[config.mk]
export PLATFORM = sky130hd
export DESIGN_NAME = piso_stream
export DESIGN_NICKNAME = d
export VERILOG_FILES = /design/src/rtl/piso_pkg.sv /design/src/rtl/piso_bit_cnt.sv /design/src/rtl/piso_stream.sv
export SDC_FILE = /design/constraint.sdc
export NUM_CORES = 1
export LEC_CHECK = 0
export CAP_MARGIN = 20
export CORE_ASPECT_RATIO = 1.4
export CORE_MARGIN = 4
export CORE_UTILIZATION = 35
export CTS_BUF_LIST = sky130_fd_sc_hd__clkbuf_8
export DETAILED_ROUTE_END_ITERATION = 8
export HOLD_SLACK_MARGIN = 0.1
export PLACE_DENSITY = 0.63
export SLEW_MARGIN = 20
export SYNTH_ARGS = -nofsm -noshare
export SYNTH_HDL_FRONTEND = slang
export SYNTH_HIERARCHICAL = 1
export SYNTH_SLANG_ARGS = --single-unit
export TNS_END_PERCENT = 30
[constraint.sdc]
create_clock -name clk -period 6.7 [get_ports clk]
set_input_delay 1.34 -clock clk [delete_from_list [all_inputs] [get_ports clk]]
set_output_delay 1.34 -clock clk [all_outputs]
set_load 0.01 [all_outputs]
[src/rtl/piso_pkg.sv]
// Shared types and helpers for the piso_stream serializer.
package piso_pkg;

  typedef enum logic [0:0] {
    IDLE  = 1'b0,
    SHIFT = 1'b1
  } piso_state_t;

  // Counter must hold WIDTH itself, not just WIDTH-1.
  function automatic int unsigned piso_cnt_w(input int unsigned width);
    return $clog2(width + 1);
  endfunction

endpackage

[src/rtl/piso_bit_cnt.sv]
// Bit down-counter for piso_stream: load, decrement-on-enable, flags the last bit.
module piso_bit_cnt
  import piso_pkg::*;
#(
  parameter int unsigned CNT_W = 4
) (
  input  logic             clk,
  input  logic             reset_n,
  input  logic             i_clr,
  input  logic             i_load,
  input  logic [CNT_W-1:0] i_load_val,
  input  logic             i_dec,
  output logic             o_last
);

  logic [CNT_W-1:0] r_cnt;
  logic [CNT_W-1:0] w_cnt_d;

  always_comb begin
    w_cnt_d = r_cnt;
    if (i_clr) begin
      w_cnt_d = '0;
    end else if (i_load) begin
      w_cnt_d = i_load_val;
    end else if (i_dec && (r_cnt != '0)) begin
      w_cnt_d = r_cnt - CNT_W'(1);
    end
  end

  always_ff @(posedge clk or negedge reset_n) begin
    if (!reset_n) begin
      r_cnt <= '0;
    end else begin
      r_cnt <= w_cnt_d;
    end
  end

  assign o_last = (r_cnt == CNT_W'(1));

endmodule

[src/rtl/piso_stream.sv]
// Parallel-in/serial-out serializer with valid/ready input, per-word bit order
// and gapless back-to-back operation.
module piso_stream
  import piso_pkg::*;
#(
  parameter int unsigned WIDTH      = 8,
  parameter logic        IDLE_LEVEL = 1'b1
) (
  input  logic             clk,
  input  logic             reset_n,
  input  logic             clear,
  input  logic             shift_en,
  input  logic             in_valid,
  output logic             in_ready,
  input  logic [WIDTH-1:0] in_data,
  input  logic             lsb_first,
  output logic             ser_out,
  output logic             busy,
  output logic             done
);

  localparam int unsigned CNT_W = piso_cnt_w(WIDTH);

  piso_state_t      r_state, w_state_d;
  logic [WIDTH-1:0] r_shreg, w_shreg_d;
  logic             r_lsb, w_lsb_d;
  logic             r_ser, w_ser_d;
  logic             r_done, w_done_d;
  logic             w_cnt_load;
  logic             w_cnt_dec;
  logic             w_last;
  logic             w_accept;

  piso_bit_cnt #(
    .CNT_W(CNT_W)
  ) u_bit_cnt (
    .clk       (clk),
    .reset_n   (reset_n),
    .i_clr     (clear),
    .i_load    (w_cnt_load),
    .i_load_val(CNT_W'(WIDTH)),
    .i_dec     (w_cnt_dec),
    .o_last    (w_last)
  );

  // w_last can only be true in SHIFT, so this also covers the gapless reload slot.
  assign in_ready = !clear && ((r_state == IDLE) || (w_last && shift_en));
  assign w_accept = in_valid && in_ready;

  always_comb begin
    w_state_d  = r_state;
    w_shreg_d  = r_shreg;
    w_lsb_d    = r_lsb;
    w_ser_d    = r_ser;
    w_done_d   = 1'b0;
    w_cnt_load = 1'b0;
    w_cnt_dec  = 1'b0;
    if (clear) begin
      w_state_d = IDLE;
      w_ser_d   = IDLE_LEVEL;
    end else if (w_accept) begin
      w_state_d  = SHIFT;
      w_shreg_d  = in_data;
      w_lsb_d    = lsb_first;
      w_ser_d    = lsb_first ? in_data[0] : in_data[WIDTH-1];
      w_cnt_load = 1'b1;
      // Accepting while in SHIFT means the previous word's last bit was just consumed.
      w_done_d   = (r_state == SHIFT);
    end else if ((r_state == SHIFT) && shift_en) begin
      w_cnt_dec = 1'b1;
      if (w_last) begin
        w_done_d  = 1'b1;
        w_state_d = IDLE;
        w_ser_d   = IDLE_LEVEL;
      end else if (r_lsb) begin
        w_shreg_d = {IDLE_LEVEL, r_shreg[WIDTH-1:1]};
        w_ser_d   = r_shreg[1];
      end else begin
        w_shreg_d = {r_shreg[WIDTH-2:0], IDLE_LEVEL};
        w_ser_d   = r_shreg[WIDTH-2];
      end
    end
  end

  always_ff @(posedge clk or negedge reset_n) begin
    if (!reset_n) begin
      r_state <= IDLE;
      r_shreg <= '0;
      r_lsb   <= 1'b0;
      r_ser   <= IDLE_LEVEL;
      r_done  <= 1'b0;
    end else begin
      r_state <= w_state_d;
      r_shreg <= w_shreg_d;
      r_lsb   <= w_lsb_d;
      r_ser   <= w_ser_d;
      r_done  <= w_done_d;
    end
  end

  assign ser_out = r_ser;
  assign busy    = (r_state == SHIFT);
  assign done    = r_done;

endmodule

==> flow_metrics.env <==
export IMPL_die_y_um=70.9
export IMPL_synth_top_cell_area_share_pct=38.0
export IMPL_worstPathArrival_ns=2.76
export IMPL_period_minus_slack_ns=4.10
export IMPL_leakage_uw=0.000504
export IMPL_drv_cap=0
export IMPL_final_common_cell="clkdlybuf4s50_1"
export IMPL_crit_top_cell="clkdlybuf4s50_1"
export IMPL_p_per_area_mw_per_mm2=227
export IMPL_ys_top_cells_by_area="dfrtp_1 (38%), mux2i_1 (10%), a221o_1 (6.1%), nor2_1 (5.3%), ha_1 (3.8%)"
export IMPL_final_cell_mix="clkdlybuf4s50_1 (17), dfrtp_1 (15), nor2_1 (14)"
export IMPL_rsz0062_at_grt="false"
export IMPL_vias_per_cell=5.15
export IMPL_ir_drop_uv=132
export IMPL_status="finished clean"
export IMPL_ys_seq_elements=16
export IMPL_hpwlAfterDp_um=1590
export IMPL_cts_sinks=16
export IMPL_die_w_um=52.9
export IMPL_synth_cell_types=33
export IMPL_dieArea_mm2=0.00375
export IMPL_root_buffer="clkbuf_8"
export IMPL_antenna_found_initial=0
export IMPL_netlist_instances=93
export IMPL_finalNonFillerCells=149
export IMPL_fin_nets=131
export IMPL_drc=0
export IMPL_cts_clk_slew_worst_paths_ns=0.06
export IMPL_grt_start_max_net_pins=17
export IMPL_io_buffers=17
export IMPL_gp_congestion=0.841
export IMPL_postCtsSetupBuffers=0
export IMPL_numCtsBuffers=3
export IMPL_reg2regPathDepth=9
export IMPL_wire_per_inst_um=14.3
export IMPL_critical_path_class="input port to primary output"
export IMPL_fmaxAchievable_mhz=244
export IMPL_hold_ws_ns=0.518
export IMPL_drt_first_iter_violations=8
export IMPL_slew_headroom_pct=46.9
export IMPL_initial_utilization_pct=37.0
export IMPL_final_util_pct=46.6
export IMPL_cts_tree="done"
export IMPL_grt_use_total_pct=12.7
export IMPL_avgSynthCellArea_um2=10.6
export IMPL_ios=18
export IMPL_diodes=0
export IMPL_drt_pass1_iter_count=4
export IMPL_cpLargestDelayFamily="buffers and inverters"
export IMPL_fillers=284
export IMPL_synth_area_um2=988
export IMPL_end_kind="primary output"
export IMPL_period_share_pct=61.3
export IMPL_cts_max_path_buffers=2
export IMPL_rows=22
export IMPL_dp_cells=145
export IMPL_cp_max_fo=14
export IMPL_start_kind="input port"
export IMPL_whs_path_depth=1
export IMPL_ys_warn_count=6
export IMPL_cp_depth=3
export IMPL_path_cells="clkdlybuf4s50_1, nor2_1, clkdlybuf4s50_1"
export IMPL_antenna_left=0
export IMPL_worst_path_buf_inv=2
export IMPL_setup_viol=0
export IMPL_hold_buffers=0
export IMPL_final_layout_size_suffix_gt1_share_pct=12.4
export IMPL_cp_slowest_cell="clkdlybuf4s50_1"
export IMPL_ys_seq_area_share_pct=40.6
export IMPL_slowest_delay_ns=0.67
export IMPL_htreeDepth=1
export IMPL_grt_pass1_wl_um=3720
export IMPL_clk_latency_ns=0.24
export IMPL_crit_required_ns=5.36
export IMPL_worst_slew_pin_slew_ns=0.791
export IMPL_grt_ovfl_total=0
export IMPL_vias=767
export IMPL_grt_pass1_vias=820
export IMPL_power_total_uw=283
export IMPL_post_cts_resized=0
export IMPL_synth_top_cell_by_area="dfrtp_1"
export IMPL_hold_class="register to register"
export IMPL_report_final_hold_viol_count=0
export IMPL_setup_tns_ns=0
export IMPL_slew_violations=0
export IMPL_syn_to_final_growth_pct=25.9
export IMPL_coreArea_mm2=0.00267
export IMPL_skew_ns=0.00200
export IMPL_drt_wl_total_um=2130
[final timing paths]
| kind | slack, ns | startpoint | to |
|---|---|---|---|
| max in group asynchronous | 4.70 | reset_n | r_shreg[6] |
| min in group asynchronous | 1.53 | reset_n | r_lsb |
| setup / recovery | 2.60 | clear | in_ready |
| hold / removal | 0.52 | r_shreg[7] | r_shreg[7] |
| setup reg to reg | 3.83 | u_bit_cnt/r_cnt[1] | u_bit_cnt/r_cnt[3] |
| hold reg to reg | 0.52 | r_shreg[7] | r_shreg[7] |
[flip-flops by register name (all words and copies together), names as in the netlist]
register,flops
busy,1
done,1
r_lsb,1
r_shreg,8
ser_out,1
u_bit_cnt/r_cnt,4
[final cells by class]
| class | instances | area [µm²] | share of cell area (%) |
|---|---|---|---|
| clock buffer | 4 | 55.1 | 4.42 |
| inverter | 5 | 18.8 | 1.51 |
| multi-input combinational | 71 | 554 | 44.5 |
| sequential | 16 | 402 | 32.3 |
| tap | 36 | 45.0 | 3.62 |
| timing repair buffer | 17 | 170 | 13.7 |
[per-layer routing]
metal / GRT usage [%] / vias up / share of wire [%]
li1: - / 381 / -
met1: 16.0 / 366 / 44
met2: 21.5 / 18 / 49
met3: 2.32 / 2 / 5.5
met4: 3.69 / 0 / 1.4
met5: 0 / - / 0
[cells in the mapped netlist]
master / n
a211oi_1: 1
dfstp_2: 1
nand4bb_1: 1
a31oi_1: 1
nor2_1: 14
mux2i_1: 10
nor3_1: 2
a21o_1: 1
mux2_2: 3
and4bb_1: 1
nand2_1: 3
a311oi_1: 1
o21ai_0: 2
a2111oi_4: 1
nand4_1: 3
a311o_1: 1
ha_1: 3
conb_1: 2
a22o_1: 1
a221o_1: 6
a21oi_1: 1
dfrtp_1: 15
or3b_4: 1
a31oi_2: 1
a21boi_0: 1
inv_1: 5
a21bo_2: 1
nand3_1: 2
nor3b_1: 3
buf_6: 1
and3_4: 1
nor4b_2: 1
buf_2: 2
[power by group]
group | switching [µW] | internal [µW]
Combinational | 29.2 | 39.4
Clock | 33.1 | 52.0
Sequential | 16.7 | 113
Total | 79.0 | 204
[through the flow]
step                setup WS [ns]  area [µm²]
floorplan                    3.54         996
global placement             2.61        1190
detailed placement           2.56        1190
CTS                          2.57        1240
global route                 2.47        1240
finish                       2.60        1240
[logic make-up (layout without fill, tap and decap cells)]
logic type | count (synthesis) | after routing | synth area share [%]
DFF | 16 | 16 | 40.6
adders and majority gates | 3 | 3 | 3.80
other | 2 | 4 | 0.760
buffers and inverters | 8 | 26 | 4.05
AOI/OAI and AO/OA | 19 | 19 | 18.4
muxes | 13 | 13 | 13.5
and+or+nand+nor | 32 | 32 | 18.9
[worst register-to-register path, delay by kind of cell, from the launching register on]
family | cells | cell delay (ns)
muxes | 1 | 0.21
AOI/OAI and AO/OA | 2 | 0.35
adders and majority gates | 1 | 0.20
and+or+nand+nor | 4 | 1.47
buffers and inverters | 1 | 0.12
DFF | 1 | 0.38
Note: power is estimated with default switching activity, not from simulation.
